`src/rtl/cube_accum.sv`:
```
// cube_accum: sums a stream of unsigned cube results into frames of FRAME_LEN
// samples and presents each finished frame sum through a valid/ready holding
// register. The input side is never stalled. A finished frame replaces an
// unaccepted result, and the sticky overrun flag records that.
module cube_accum #(
    parameter int unsigned DATA_W    = 32,
    parameter int unsigned ACC_W     = 48,
    parameter int unsigned FRAME_LEN = 8
) (
    input  logic              clock,
    input  logic              reset,
    input  logic              in_valid,
    input  logic [DATA_W-1:0] in_data,
    input  logic              flush,
    output logic              out_valid,
    input  logic              out_ready,
    output logic [ACC_W-1:0]  out_sum,
    output logic [15:0]       out_count,
    output logic              out_sat,
    output logic              overrun
);

    localparam logic [15:0] FRAME_CNT = 16'(FRAME_LEN);

    // Working frame state
    logic [ACC_W-1:0] acc;
    logic [15:0]      cnt;
    logic             sat_w;

    // Frame state after this cycle's sample (if any) is folded in
    logic [ACC_W:0]   sum_ext;
    logic [ACC_W-1:0] next_sum;
    logic [15:0]      next_cnt;
    logic             next_sat;
    logic             close;

    // Fold the current sample into the frame, clamp on carry-out, detect frame close
    always_comb begin
        sum_ext  = {1'b0, acc} + {{(ACC_W + 1 - DATA_W){1'b0}}, in_data};
        next_sum = acc;
        next_cnt = cnt;
        next_sat = sat_w;
        if (in_valid) begin
            next_cnt = cnt + 16'd1;
            if (sum_ext[ACC_W]) begin
                // An all-ones accumulator can only carry again or stay equal,
                // so clamping here keeps it pinned until the frame closes.
                next_sum = '1;
                next_sat = 1'b1;
            end else begin
                next_sum = sum_ext[ACC_W-1:0];
            end
        end
        close = (in_valid && (next_cnt == FRAME_CNT)) || (flush && (next_cnt != '0));
    end

    // Working accumulator: advance every cycle, restart when the frame closes
    always_ff @(posedge clock or negedge reset) begin
        if (!reset) begin
            acc   <= '0;
            cnt   <= '0;
            sat_w <= 1'b0;
        end else if (close) begin
            acc   <= '0;
            cnt   <= '0;
            sat_w <= 1'b0;
        end else begin
            acc   <= next_sum;
            cnt   <= next_cnt;
            sat_w <= next_sat;
        end
    end

    // Holding register: a close always loads, otherwise a handshake empties it
    always_ff @(posedge clock or negedge reset) begin
        if (!reset) begin
            out_valid <= 1'b0;
            out_sum   <= '0;
            out_count <= '0;
            out_sat   <= 1'b0;
        end else if (close) begin
            out_valid <= 1'b1;
            out_sum   <= next_sum;
            out_count <= next_cnt;
            out_sat   <= next_sat;
        end else if (out_ready) begin
            out_valid <= 1'b0;
        end
    end

    // Sticky overrun: a close landed on a result the sink had not taken
    always_ff @(posedge clock or negedge reset) begin
        if (!reset) begin
            overrun <= 1'b0;
        end else if (close && out_valid && !out_ready) begin
            overrun <= 1'b1;
        end
    end

endmodule

```
`config.mk`:
```
export PLATFORM = sky130hd
export DESIGN_NAME = cube_accum
export DESIGN_NICKNAME = d
export VERILOG_FILES = /design/src/rtl/cube_accum.sv
export SDC_FILE = /design/constraint.sdc
export NUM_CORES = 1
export LEC_CHECK = 0
export CAP_MARGIN = 10
export CORE_MARGIN = 1
export CORE_UTILIZATION = 45
export DETAILED_ROUTE_END_ITERATION = 10
export HOLD_SLACK_MARGIN = 0.03
export PLACE_DENSITY = 0.77
export SYNTH_ARGS = -nofsm -noshare
export SYNTH_HDL_FRONTEND = slang
export SYNTH_SLANG_ARGS = --single-unit
export TNS_END_PERCENT = 1
```
`constraint.sdc`:
```
create_clock -name clock -period 3.1 [get_ports clock]
set_input_delay 0.62 -clock clock [delete_from_list [all_inputs] [get_ports clock]]
set_output_delay 0.62 -clock clock [all_outputs]
set_load 0.05 [all_outputs]
```
== Word level (Yosys, flattened, before mapping) ==
Cells that the tools add are included.

* Shift operators: 0
* Multiply operators: 0
* Reductions and logical operators: 8
* Equality and inequality tests: 1
* Order comparisons: 0
* Div/mod/pow operators: 0
* Multiplexer cells: 10
* Bitwise logic cells: 0
* $add $sub $neg: 2

{| class="wikitable"
|+ Operators with widths
! cell !! number
|-
| $mux W48 || 3
|-
| $add A48 B32 Y49 || 1
|-
| $mux W16 || 2
|-
| $add A16 B1 Y16 const B || 1
|-
| $eq A16 B4 Y1 const B || 1
|-
| $reduce_bool A16 Y1 || 1
|-
| $mux W1 || 5
|-
| $logic_and A1 B1 Y1 || 4
|-
| $reduce_bool A2 Y1 || 1
|-
| $logic_not A1 Y1 || 1
|-
| $logic_or A1 B1 Y1 || 1
|}

* Output and inout bits: 67
* Register bits after elaboration: 132
* Input bits: 37
* Bits in latches: 0
* Memories kept: 0
* Bits in read-only memories: 0
* Logic and storage cells: 29
* Bits in writable memories: 0

== Logic depth before layout (Yosys ltp) ==
* Depth in word-level cells: 7
* Depth in mapped cells: 12
* Mapped depth without buffers: 11

== Least setup slack after synthesis ==
OpenSTA, ideal clock, no wires.

* Kind: input -> register
* From: input in_valid
* To: register out_sum[10]
* Data arrival time: 3101 ps
* Stages: 10
* Path slack: -126 ps
* Required time: 2975 ps
* Library setup time: 125 ps
* Cell sequence: buf_2 -> nand4_2 -> nor4_4 -> mux2i_1 -> or4b_4 -> nor4_4 -> and3_1 -> a2bb2oi_2 -> buf_4 -> mux2_2

* Cells in the longest elaborated chain, start to end: 4

{| class="wikitable"
|+ Ends and longest elaborated chain
! item !! RTL line !! source
|-
| start: declaration || 12 || <nowiki>input logic in_valid,</nowiki>
|-
| $mux W16 || 43 || <nowiki>if (in_valid) begin</nowiki>
|-
| $eq A16 B4 Y1 / $reduce_bool A16 Y1 (equally long branches) || 54 || <nowiki>close = (in_valid && (next_cnt == FRAME_CNT)) || (flush && (next_cnt != '0));</nowiki>
|-
| $logic_and A1 B1 Y1 || 54 ||
|-
| $logic_or A1 B1 Y1 || 54 ||
|-
| end signal: assignment || 83 || <nowiki>out_sum <= next_sum;</nowiki>
|-
| end: declaration || 17 || <nowiki>output logic [ACC_W-1:0] out_sum,</nowiki>
|}

Parallel ways exist; a longest one is shown, timed or not.
A chain may end at the register's enable or synchronous reset.

== Worst setup path in the final report ==
* From: input in_data[8]
* To: register out_sum[39]

* Cells in the longest elaborated chain, start to end: 3

{| class="wikitable"
|+ Ends and longest elaborated chain
! item !! RTL line !! source
|-
| start: declaration || 13 || <nowiki>input logic [DATA_W-1:0] in_data,</nowiki>
|-
| $add A48 B32 Y49 || 39 || <nowiki>sum_ext = {1'b0, acc} + {{(ACC_W + 1 - DATA_W){1'b0}}, in_data};</nowiki>
|-
| $mux W48 || 45 || <nowiki>if (sum_ext[ACC_W]) begin</nowiki>
|-
| $mux W48 || 43 ||
|}

Every way passes these cells.

==> flow_summary_export.csv <==
group,metric,value,unit
worst_setup_path,critical_path_class,"input port to flop",
placement,io_buffers,103,
grt,grt_max_degree,70,
min_path,min_path_type,"input port to async pin",
worst_setup_path,crit_slowest_cell,"clkdlybuf4s50_1",
clock_tree,htreeDepth,4,
route,first_pass_iters,5,
power_and_ir_drop,finalPower,9.54,mW
floorplan,initial_core_util,46.3,%
grt,grt_pass1_wl,30900,um
clock_tree,clk_latency,430,ps
final_layout,drive_gt1_share,24.1,%
placement,place_congestion,0.876,
grt,grt_use_total,23.4,%
placement,hpwl,13300,um
sta,maxSlewViolCount,0,
yosys,ys_ff_latch,132,
worst_setup_path,worst-path-max-fanout,8,
sta,relSlewSlack,56.3,%
floorplan,die_h,130,um
route,initialDrtViolationCount,532,
floorplan,core_area,15900,sq um
final_layout,n_antenna_cell,0,
clock_tree,cts_tree,"yes",
sta,period_minus_slack,3010,ps
yosys,syn_area,7380,sq um
clock_tree,cts_made_buffers,17,
route,vias,6555,
floorplan,dieArea,16900,sq um
sta,setup_viol,0,
sta,fin_ws,92.5,ps
final_layout,area_growth_syn_to_layout,42.8,%
placement,placedCellCount,1175,
route,viasPerCell,5.40,
yosys,syn-instance-count,763,
yosys,synth_nets,834,
route,wl,19600,um
worst_setup_path,reg2reg_depth,13,
power_and_ir_drop,power_leakage,4.76,nW
placement,place_ws,-730,ps
final_layout,multi_input_area,4090,sq um
worst_setup_path,slowest_delay,430,ps
route,wl_per_cell,16.2,um
final_layout,fill_cells,1252,
yosys,synthArstFlopShare,100,%
placement,dpl_cell_area,9560,sq um
final_layout,final_nets,1057,
outcome,status,"finished clean",
worst_setup_path,worstPathCellList,"clkdlybuf4s50_1, ha_1, a21oi_1, a21oi_2, a2111oi_2, or3_4, o31a_1, buf_4, nand2b_4, or3_4, a31oi_1",
sta,holdWs,201,ps
floorplan,rows,46,
clock_tree,cts.root.buffer_cell,"clkbuf_16",
yosys,yosysWarnings,0,
sta,fmax,0.333,GHz
clock_tree,path_clk_slew,60,ps
worst_setup_path,critical_path_required,3450,ps
sta,final_hold_viol_count,0,
route,ant_nets,0,
yosys,ys_types,54,
yosys,syn_avg_cell_area,9.68,sq um
final_layout,regArea,3310,sq um
grt,grt_pass1_vias,6530,
final_layout,final_area,10500,sq um
sta,finalCritPeriodShare,97.0,%
sta,worst_pin_slew,656,ps
yosys,seq_area_frac_synth,44.7,%
clock_tree,cts_sinks,132,
grt,antenna_found_initial,1,
job,maxCapViolCount,0,
worst_setup_path,worst_r2r_endpoint,"out_sum[41]$_DFFE_PN0N_",
sta,fin_setup_tns,0,ps
grt,grt_overflow,0,
route,drc,0,
sta,clock_skew,9.63,ps
yosys,synth_ff_type,"dfrtp_1",
worst_setup_path,r2r_slack,110,ps
floorplan,die_w,130,um
sta,grt_setup_unrepaired,"yes",
worst_setup_path,end_kind,"flop",
worst_setup_path,start_kind,"input port",
final_layout,fin_util,66.1,%
worst_setup_path,cp_common_cell,"or3_4",
power_and_ir_drop,vdd_drop_max,495,uV
worst_setup_path,timing.rr.start,"cnt[1]$_DFF_PN0_",
final_layout,fin_cells,1215,
yosys,synth_edf_count,0,
power_and_ir_drop,p_per_area,905,nW/um^2
worst_setup_path,cp.arrival,3360,ps
clock_tree,cts_buffer_depth,2,
floorplan,ioPinCount,104,
synth_stat cells, types with 4 or more instances:
library cell | count | area (sq um)
ha_1 | 33 | 413
nor2_1 | 97 | 364
and4_1 | 5 | 43.8
and3_1 | 11 | 68.8
buf_2 | 9 | 45.0
a31oi_1 | 6 | 37.5
mux2_2 | 15 | 169
buf_4 | 8 | 60.1
and2_1 | 6 | 37.5
o31ai_1 | 4 | 30.0
a21o_1 | 11 | 82.6
nor3_1 | 15 | 75.1
nand2_1 | 34 | 128
o211ai_1 | 7 | 52.6
o22ai_1 | 10 | 62.6
inv_1 | 23 | 86.3
o21ai_0 | 26 | 130
o21a_1 | 6 | 45.0
xnor2_1 | 33 | 289
o22a_1 | 19 | 166
dfrtp_1 | 132 | 3300
a21oi_1 | 77 | 385
xor2_1 | 30 | 263
a41oi_1 | 5 | 43.8
nand3_1 | 25 | 125
nand4_1 | 10 | 62.6
nor4_1 | 4 | 25.0
a211oi_1 | 6 | 45.0
clkbuf_1 | 18 | 67.6
mux2_1 | 6 | 67.6
mux2i_1 | 10 | 100
nor2b_1 | 23 | 144
timing repair:
item / 4_1_cts / 5_1_grt
gates resized for setup: 15 / 46
setup endpoints to repair: 94 / 119
setup buffers: 2 / 4
hold buffers: 0 / 0
cloned: 0 / 2
pin swaps: 5 / 19
layout make-up:
cell class | count | area share (%)
Multi-Input combinational cell | 570 | 38.7
Tap cell | 216 | 2.56
Clock inverter | 13 | 1.39
Clock buffer | 19 | 4.30
Sequential cell | 132 | 31.4
Inverter | 23 | 0.819
Timing Repair Buffer | 242 | 20.8
layer usage:
metal	vias to the layer above	track usage, %	routed length (um)	part of all wire [%]
li1	3187	-	-	-
met1	3189	30.4	8910	45
met2	143	38.2	9610	49
met3	34	4.92	698	3.6
met4	2	9.10	407	2.1
met5	-	0	11	0.056
power breakdown:
part	internal (mW)	switching, mW	leakage [nW]
combinational	2.14	2.85	2.81
sequential	2.19	0.300	1.66
clock	1.24	0.816	0.291
total	5.57	3.97	4.76
how the worst max path moves through the flow:
stage | startpoint | end | slack [ps] | depth (start not counted)
final | in_data[8] | out_sum[39]$_DFFE_PN0N_ | 90 | 11
after global routing | in_data[3] | out_sum[29]$_DFFE_PN0N_ | -50 | 12
after CTS | in_data[6] | acc[39]$_DFF_PN0_ | 0.6 | 12
after detailed placement | in_data[0] | out_sum[4]$_DFFE_PN0N_ | -730 | 12
after global placement | in_data[0] | out_sum[30]$_DFFE_PN0N_ | -630 | 13
after floorplan | in_data[0] | out_sum[3]$_DFFE_PN0N_ | -10 | 11
state kept, by name, summed over array words and instances, names as in the netlist:
signal	flops
acc	48
out_sum	48
cnt	16
out_count	16
out_sat	1
out_valid	1
overrun	1
sat_w	1
critical path: cells and delay by family:
family	cells	cell delay, ps
buffers and inverters	2	590
AOI/OAI and AO/OA	5	880
and+or+nand+nor	3	910
adders and majority gates	1	370
cells in the final DEF (no fill, tap or decap), drive strengths merged, types with 3 or more instances in the layout:
master and count:
nor3 15, a2111oi 3, and4 5, and2 6
clkinv 4, a211oi 6, dfrtp 132, o22ai 10
a21o 11, o31ai 4, o22a 19, a21boi 3
clkdlybuf4s50 97, o21bai 3, mux2 21, nor4 6
mux2i 10, clkbuf 21, ha 33, a221oi 3
dlymetal6s2s 3, o21a 6, nand4 12, o21ai 26
a31oi 6, nand2 34, nor2b 23, inv 28
a41oi 5, nor2 97, o211ai 7, buf 139
xor2 30, nand2b 3, and3 11, xnor2 33
nand3 25, a21oi 77
cells by family (layout without fill, tap and decap cells):
kind of cell               count (synthesis)  after routing  synth area share, %
AOI/OAI and AO/OA                        200            200                 17.4
and+or+nand+nor                          242            242                 16.2
DFF                                      132            132                 44.7
muxes                                     31             31                 4.56
adders and majority gates                 34             34                 5.86
buffers and inverters                     61            297                 3.76
xor gates and xnor gates                  63             63                 7.47
No activity file was read; power rests on OpenSTA's default activity.
